**config.mk**
```make
export PLATFORM = sky130hd
export DESIGN_NAME = egg_timer_ctrl
export DESIGN_NICKNAME = d
export VERILOG_FILES = /design/src/rtl/egg_timer_pkg.sv /design/src/rtl/bcd2_counter.sv /design/src/rtl/egg_timer_ctrl.sv
export SDC_FILE = /design/constraint.sdc
export NUM_CORES = 1
export LEC_CHECK = 0
export ABC_AREA = 1
export CELL_PAD_IN_SITES_DETAIL_PLACEMENT = 0
export CELL_PAD_IN_SITES_GLOBAL_PLACEMENT = 1
export CORE_ASPECT_RATIO = 1.2
export CORE_MARGIN = 5
export CORE_UTILIZATION = 42
export DETAILED_ROUTE_END_ITERATION = 7
export PLACE_DENSITY_LB_ADDON = 0.1
export SLEW_MARGIN = 15
export SYNTH_ARGS = -nofsm -noshare
export SYNTH_HDL_FRONTEND = slang
export SYNTH_SLANG_ARGS = --single-unit
```
**constraint.sdc**
```tcl
create_clock -name clk -period 2.1 [get_ports clk]
set_input_delay 0.21 -clock clk [delete_from_list [all_inputs] [get_ports clk]]
set_output_delay 0.21 -clock clk [all_outputs]
set_load 0.02 [all_outputs]
```
**src/rtl/egg_timer_pkg.sv**
```systemverilog
// egg_timer_pkg: state encodings, BCD digit width and seconds limit shared by the egg timer.
package egg_timer_pkg;

    typedef enum logic [1:0] {
        IDLE  = 2'd0,
        RUN   = 2'd1,
        PAUSE = 2'd2,
        DONE  = 2'd3
    } state_t;

    localparam int DIGIT_W = 4;
    localparam int SEC_MAX = 59;

    function automatic logic [2*DIGIT_W-1:0] to_bcd(int v);
        return {DIGIT_W'(v / 10), DIGIT_W'(v % 10)};
    endfunction

endpackage

```
**src/rtl/bcd2_counter.sv**
```systemverilog
// bcd2_counter: two-digit BCD up/down counter wrapping between 00 and MAX.
// Priority is load, then dec, then inc; borrow flags a decrement out of 00.
module bcd2_counter
    import egg_timer_pkg::*;
#(
    parameter int MAX = 59,
    parameter logic [2*DIGIT_W-1:0] INIT = '0
) (
    input  logic                   clk,
    input  logic                   rst_n,
    input  logic                   inc,
    input  logic                   dec,
    input  logic                   load,
    input  logic [2*DIGIT_W-1:0]   load_val,
    output logic [2*DIGIT_W-1:0]   value,
    output logic                   borrow
);

    localparam logic [2*DIGIT_W-1:0] MAX_BCD = to_bcd(MAX);

    logic [DIGIT_W-1:0] tens, ones;
    logic [2*DIGIT_W-1:0] up, down;

    assign tens   = value[2*DIGIT_W-1:DIGIT_W];
    assign ones   = value[DIGIT_W-1:0];
    assign borrow = dec && value == '0;
    assign down   = borrow ? MAX_BCD
                  : ones == '0 ? {tens - 1'b1, DIGIT_W'(9)}
                  : {tens, ones - 1'b1};
    assign up     = value == MAX_BCD ? '0
                  : ones == DIGIT_W'(9) ? {tens + 1'b1, DIGIT_W'(0)}
                  : {tens, ones + 1'b1};

    always_ff @(posedge clk or negedge rst_n) begin
        if (!rst_n)
            value <= INIT;
        else if (load)
            value <= load_val;
        else if (dec)
            value <= down;
        else if (inc)
            value <= up;
    end

endmodule

```
**src/rtl/egg_timer_ctrl.sv**
```systemverilog
// egg_timer_ctrl: egg timer sequencer (setpoint, BCD countdown, IDLE/RUN/PAUSE/DONE FSM).
// Define EGG_CTRL_ALARM_TIMEOUT_EN to auto-clear DONE after ALARM_SECS ticks.
module egg_timer_ctrl
    import egg_timer_pkg::*;
#(
    parameter int MAX_MIN     = 59,
    parameter int DEFAULT_MIN = 3,
    parameter int DEFAULT_SEC = 0,
    parameter int ALARM_SECS  = 10
) (
    input  logic       clk,
    input  logic       rst_n,
    input  logic       tick,
    input  logic       btn_start,
    input  logic       btn_stop,
    input  logic       btn_min_inc,
    input  logic       btn_sec_inc,
    output logic [7:0] min_bcd,
    output logic [7:0] sec_bcd,
    output logic       running,
    output logic       alarm,
    output logic [1:0] state
);

    localparam logic [15:0] RESET_TIME = {to_bcd(DEFAULT_MIN), to_bcd(DEFAULT_SEC)};

    if (MAX_MIN > 99 || DEFAULT_SEC > SEC_MAX || ALARM_SECS < 1) begin : g_bad_param
        $error("egg_timer_ctrl: parameter out of range");
    end

    state_t      state_q, next;
    logic [15:0] setpoint;
    logic        start, zero, go, load, expire;
    logic        sec_inc, min_inc, sec_dec, sec_borrow, min_borrow;

    assign start   = btn_start && !btn_stop;
    assign zero    = min_bcd == 8'h00 && sec_bcd == 8'h00;
    assign go      = state_q == IDLE && start && !zero;
    assign sec_inc = state_q == IDLE && btn_sec_inc && !go;
    assign min_inc = state_q == IDLE && btn_min_inc && !go;
    // Any start/stop press in RUN swallows a coincident tick.
    assign sec_dec = state_q == RUN && tick && !btn_start && !btn_stop;
    assign state   = state_q;

`ifdef EGG_CTRL_ALARM_TIMEOUT_EN
    localparam int AW = $clog2(ALARM_SECS + 1);
    logic [AW-1:0] alarm_cnt;
    assign expire = state_q == DONE && tick && alarm_cnt == AW'(ALARM_SECS - 1);
    always_ff @(posedge clk or negedge rst_n) begin
        if (!rst_n)
            alarm_cnt <= '0;
        else if (state_q != DONE)
            alarm_cnt <= '0;
        else if (tick)
            alarm_cnt <= alarm_cnt + 1'b1;
    end
`else
    assign expire = 1'b0;
`endif

    always_comb begin
        next = state_q;
        load = 1'b0;
        case (state_q)
            IDLE:  next = go ? RUN : IDLE;
            RUN: begin
                if (btn_stop)
                    next = PAUSE;
                else if (sec_dec && ((min_bcd == 8'h00 && sec_bcd == 8'h01) || min_borrow))
                    next = DONE;
            end
            PAUSE: begin
                load = btn_stop;
                next = btn_stop ? IDLE : btn_start ? RUN : PAUSE;
            end
            DONE: begin
                load = btn_start || btn_stop || expire;
                next = load ? IDLE : DONE;
            end
        endcase
    end

    always_ff @(posedge clk or negedge rst_n) begin
        if (!rst_n) begin
            state_q  <= IDLE;
            running  <= 1'b0;
            alarm    <= 1'b0;
            setpoint <= RESET_TIME;
        end else begin
            state_q <= next;
            running <= next == RUN;
            alarm   <= next == DONE;
            if (go)
                setpoint <= {min_bcd, sec_bcd};
        end
    end

    bcd2_counter #(.MAX(SEC_MAX), .INIT(RESET_TIME[7:0])) u_sec (
        .clk      (clk),
        .rst_n    (rst_n),
        .inc      (sec_inc),
        .dec      (sec_dec),
        .load     (load),
        .load_val (setpoint[7:0]),
        .value    (sec_bcd),
        .borrow   (sec_borrow)
    );

    bcd2_counter #(.MAX(MAX_MIN), .INIT(RESET_TIME[15:8])) u_min (
        .clk      (clk),
        .rst_n    (rst_n),
        .inc      (min_inc),
        .dec      (sec_borrow),
        .load     (load),
        .load_val (setpoint[15:8]),
        .value    (min_bcd),
        .borrow   (min_borrow)
    );

endmodule

```
# Word-level counts from Yosys, hierarchy flattened
# Cells that the tools add are included.
totals:
  reg_bits: 36
  out_inout_bits: 20
op_classes:
  n_eq_ne: 12
  reduce_logical: 32
  addsub: 8
  n_mux: 22
ops:
  columns: ["cell", "count"]
  rows:
  - ["8-bit 2-to-1 mux", 14]
  - ["4-bit by 1-bit adder with 4-bit output, second input constant", 4]
  - ["8-bit by 7-bit equality test with 1-bit output, second input constant", 2]
  - ["8-bit zero test", 2]
  - ["4-bit by 1-bit subtractor with 4-bit output, second input constant", 4]
  - ["1-bit logical AND", 15]
  - ["2-bit 2-to-1 mux", 5]
  - ["4-bit equality test, second input constant", 2]
  - ["8-bit by 1-bit equality test with 1-bit output, second input constant", 1]
  - ["4-bit zero test", 2]
  - ["2-bit case mux with 4 select lines", 1]
  - ["4-bit nonzero test", 2]
  - ["2-bit equality test, second input constant", 3]
  - ["3-bit AND reduction", 2]
  - ["3-bit nonzero test", 2]
  - ["2-bit by 1-bit equality test with 1-bit output, second input constant", 2]
  - ["1-bit zero test", 4]
  - ["4-bit by 2-bit != test with 1-bit output, second input constant", 1]
  - ["4-bit != test, second input constant", 1]
  - ["2-bit zero test", 1]
  - ["1-bit logical OR", 2]
  - ["1-bit case mux with 2 select lines", 1]
  - ["1-bit 2-to-1 mux", 1]

# Depth between registers and ports, before layout
# Gate-level depths: netlist (run 1).
logic_depth:
  word_depth: 12
  depth_mapped: 12
  mapped_depth_nobuf: 12

# Cells and area by module
# From an unflattened synthesis (run 1), not the netlist that was laid out.
hier_totals:
  cells_unflattened: 386
  hier_area_um2: 2802.7
by_module_without_submodules:
  columns: ["module", "area_per_inst_um2", "cells_per_inst", "n_inst"]
  rows:
  - ["egg_timer_ctrl", 1016.0, 118, 1]
  - ["bcd2_counter (u_min)", 894.6, 134, 1]
  - ["bcd2_counter (u_sec)", 892.1, 134, 1]

# Worst setup path before layout (run 1)
# Ideal clock, no wire load.
synth_path:
  kind: "register -> register"
  from: "reg u_min.value[0]"
  to: "reg u_sec.value[1]"
  required_time_ps: 1976
  slack_ps: 300
  path_buffers: 1
  stages_incl_launch_ff: 12
  arrival_ps: 1677
  period_less_slack_ps: 1800
  path_cell_list: "dfstp_2 -> inv_1 -> ha_1 -> nand3_4 -> nor2_4 -> nand2_4 -> nand2_8 -> nand2_4 -> nand2_2 -> buf_6 -> o211ai_1 -> nand2_1"
synth_via:
  elab_chain_len: 7
synth_lines:
  columns: ["item", "line_no", "text"]
  rows:
  - ["start, declared", "bcd2_counter.sv:15", "output logic [2*DIGIT_W-1:0] value,"]
  - ["start signal, assigned", "bcd2_counter.sv:38", "value <= load_val;"]
  - ["start signal, assigned", "bcd2_counter.sv:40", "value <= down;"]
  - ["start signal, assigned", "bcd2_counter.sv:42", "value <= up;"]
  - ["8-bit zero test", "egg_timer_ctrl.sv:37", "assign zero = min_bcd == 8'h00 && sec_bcd == 8'h00;"]
  - ["1-bit logical AND", "egg_timer_ctrl.sv:37", null]
  - ["1-bit zero test", "egg_timer_ctrl.sv:38", "assign go = state_q == IDLE && start && !zero;"]
  - ["1-bit logical AND", "egg_timer_ctrl.sv:38", null]
  - ["1-bit zero test", "egg_timer_ctrl.sv:39", "assign sec_inc = state_q == IDLE && btn_sec_inc && !go;"]
  - ["1-bit logical AND", "egg_timer_ctrl.sv:39", null]
  - ["3-bit nonzero test (no source line)", null, null]
  - ["end signal, assigned", "bcd2_counter.sv:38", null]
  - ["end signal, assigned", "bcd2_counter.sv:40", null]
  - ["end signal, assigned", "bcd2_counter.sv:42", null]
  - ["end, declared", "bcd2_counter.sv:15", null]
# No other way between the ends.
# A chain may end at the register's enable or synchronous reset.

# Final worst setup path (run 1)
layout_path:
  from: "reg u_sec.value[1]"
  to: "reg u_sec.value[6]"
layout_via:
  elab_chain_len: 8
  word_cells_on_any_way: 19
layout_lines:
  columns: ["item", "line_no"]
  rows:
  - ["8-bit zero test", "bcd2_counter.sv:26, egg_timer_ctrl.sv:37"]
  - ["1-bit logical AND", "egg_timer_ctrl.sv:37"]
  - ["1-bit zero test", "egg_timer_ctrl.sv:38"]
  - ["1-bit logical AND", "egg_timer_ctrl.sv:38"]
  - ["1-bit zero test", "egg_timer_ctrl.sv:39"]
  - ["1-bit logical AND", "egg_timer_ctrl.sv:39"]
  - ["3-bit nonzero test (no source line)", null]
  - ["3-bit AND reduction (no source line)", null]
# Several ways; a longest one is shown, not always the timed one. The select of a mux whose other input is x is not followed.

==> summary.md, run 1 <==
| Metric | Value |
|---|---|
| Status | complete, no violations |
| Synth-to-Final Area Change | 19.57% |
| Total Wirelength | 6.269 mm |
| Global route overflow | 0 |
| RR Startpoint | u_sec.value[1]$_DFFE_PN0P_ |
| Element type at the critical path start | flop |
| GR Util met3 | 0.02597 |
| Chip Width | 82.03 µm |
| Num CTS Buffers | 5 |
| Max Clk Rate | 0.5346 GHz |
| Initial core utilization | 0.4322 |
| PwrDens | 1239 nW/µm² |
| Reg2Reg Depth | 11 |
| DRC | 0 |
| Final ANT Viol Nets | 0 |
| Critical path type | reg -> reg |
| DRT iter0 DRCs | 71 |
| Crit path DAT | 2.06 ns |
| Cells after synthesis | 348 |
| Slew @ Worst Pin | 0.8235 ns |
| Hold Crit Class | in -> async |
| CTS max path bufs | 2 |
| Cell Rows | 31 |
| Setup-failing EPs final | 0 |
| Slew HR | 0.4510 |
| Clock Sinks | 36 |
| Final GP Congestion | 0.8402 |
| Vias in the first global route | 2299 |
| CP Max Fanout | 22 |
| HPWL Detailed | 4.857 mm |
| Dpl ws | 0.1312 ns |
| Ports | 27 |
| CTS Hold Buffers Added | 0 |
| Synth area leader | dfrtp_1 |
| Fin crit period | 1.870 ns |
| Top_reg_cell synth | dfrtp_1 |
| Pleak | 1.563 nW |
| Register bit total from synthesis | 36 |
| Final TNS setup | 0 ns |
| Synth top cells by count | nand2_1 (101), nand3_1 (50), dfrtp_1 (32), o21ai_0 (25), nor2_1 (24) |
| Synthesis Warnings | 0 |
| Worst setup path startpoint | u_sec.value[1]$_DFFE_PN0P_ |
| Post-synthesis cell type count | 31 |
| Max_cap viols | 0 |
| Largest net degree at the start of global routing | 37 |
| Nets | 409 |
| Gr busiest metal | met2 |
| DIE AREA | 7911 µm² |
| Max VDD drop | 788.9 µV |
| Most numerous cell in the Yosys netlist | nand2_1 |
| Root buf cell | clkbuf_8 |
| Vias per inst | 4.883 |
| Ys async rst share | 1.000 |
| Mean routed wirelength per cell | 13.31 µm |
| Met1 Use GR | 0.2189 |
| Synth top area share | 0.3062 |
| Area of the mapped netlist | 2615 µm² |
| Final-report hold violation count | 0 |
| Clock slew at reported path FFs | 0.08 ns |
| Reg2Reg Setup Slack | 0.23 ns |
| Clock Latency Late Sink | 0.29 ns |
| Slew Limit Fails | 0 |
| RSZ-0062 raised after global routing | no |
| Sequential share of the synthesized area | 0.3464 |
| Crit end category | flop |
| Worst r2r dst | u_sec.value[6]$_DFFE_PN0P_ |
| Ant. Diodes | 0 |
| Initial antenna violation count | 0 |
| Worst path required time | 2.29 ns |
| Clock skew | 0.007656 ns |
| Drt pass-1 iters | 4 |
| Slack of the critical path | 0.2296 ns |
| Period utilization | 0.8907 |
| Core area | 6051 µm² |
| Critical path destination | u_sec.value[6]$_DFFE_PN0P_ |
| Layout cells sized above 1 | 0.1748 |
| Post-CTS Resized | 0 |
| Buffers on Ports | 26 |
| Largest cells by area after synthesis | dfrtp_1 (31%), nand2_1 (14%), nand3_1 (9.6%) |
| Die H | 96.44 µm |
| GRT Util Overall | 0.1771 |
| CTS tree | built |
| Post CTS Setup Buffer Count | 0 |
| Via count | 2300 |
| Mean post-synth cell area | 7.514 µm² |
| Synthesized Nets | 369 |
| Global-route wire length before repair | 10.84 mm |
| H-tree level count | 2 |
| Met2 global-route usage | 0.3113 |
| EDFF count, synth | 0 |
[state kept, by name, indices dropped and copies added (netlist names)]
register	flops
state	2
setpoint	16
running	1
alarm	1
u_sec.value	8
u_min.value	8
[cell families after synthesis]
family / after synthesis / share of synthesized area
XOR/XNOR: 9 / 0.03014
AO/OA/AOI/OAI: 41 / 0.08756
buffers and inverters: 42 / 0.07177
adder cells (fa/ha/maj): 14 / 0.06699
AND/OR/NAND/NOR: 206 / 0.3971
flip-flops: 36 / 0.3464
[worst max-delay path, stage by stage, from the launching register on]
cell     delay (ns)
dfrtp_1        0.44
inv_1          0.14
ha_2           0.23
nand3_4        0.13
nor2_8         0.17
nand2_4        0.08
nand2_8        0.15
nand2_4        0.07
nand2_4        0.12
nand2_1        0.12
nand2_1        0.08
nand2_1        0.05
[how the worst min path moves through the flow]
stage,to,slack (ns),start
finish,u_sec.value[0]$_DFFE_PN0P_,0.02,rst_n
global route,state[1]$_DFF_PN0_,0.09,rst_n
CTS,u_sec.value[0]$_DFFE_PN0P_,0.04,rst_n
detailed placement,setpoint[3]$_DFFE_PN0P_,0.36,rst_n
global placement,setpoint[2]$_DFFE_PN0P_,0.36,rst_n
floorplan,alarm$_DFF_PN0_,-0.09,rst_n
[stage by stage]
stage	cells	hold slack (ns)	area (µm²)	utilization	total power, mW
2_1_floorplan	348	-0.08559	2615	-	2.662
3_3_place_gp	463	0.3562	3029	0.5006	3.392
3_5_place_dp	463	0.3552	3029	0.5006	3.386
4_1_cts	471	0.04018	3119	0.5155	3.918
5_1_grt	471	0.09128	3127	0.5167	4.230
6_report	471	0.01917	3127	0.5167	3.875
[power breakdown]
part           leakage [nW]  internal, mW  switching, mW
clock                0.0455         0.268          0.241
combinational          1.05         0.896           1.32
sequential            0.471         0.943          0.203
[placed cells by master (no fill, tap or decap), types with 2 or more instances in the layout]
master and count:
nand3_4 2, nor2_1 24, dfrtp_1 32, nor2_4 3, nor2_2 4, nor2_8 2, a21oi_1 5, or2_2 2
o21ai_1 5, buf_4 16, inv_1 21, nand2_1 101, xor2_1 5, ha_1 13, dfstp_2 4, inv_2 12
clkbuf_8 6, clkdlybuf4s50_1 25, nand2_2 2, o21ai_0 25, xnor2_1 4, nand3b_1 2, o211ai_1 3, nand4_1 2
nand2_4 9, nand3_1 50, clkbuf_1 2
[routing by layer]
layer | part of all wire | wire (µm)
met1 | 0.44 | 2764
met2 | 0.51 | 3185
met3 | 0.033 | 207
met4 | 0.018 | 111
met5 | 0 | 0
[cell type report]
type                            count  area (µm²)
Fill cell                         633        2924
Multi-Input combinational cell    270        1529
Sequential cell                    36       905.9
Timing Repair Buffer               42       375.4
Inverter                           33       123.9
Tap cell                           82       102.6
Clock buffer                        8       90.09
Note: power is estimated with default switching activity, not from simulation.
==> inputs of run 2 (changes only) <==
--- a/config.mk
+++ b/config.mk
@@ -6,6 +6,7 @@
 export NUM_CORES = 1
 export LEC_CHECK = 0
 export ABC_AREA = 1
+export ABC_CLOCK_PERIOD_IN_PS = 2100
 export CELL_PAD_IN_SITES_DETAIL_PLACEMENT = 0
 export CELL_PAD_IN_SITES_GLOBAL_PLACEMENT = 1
 export CORE_ASPECT_RATIO = 1.2
==> results of run 2 <==
The final DEF is identical to that of run 1; final timing and power are the same.
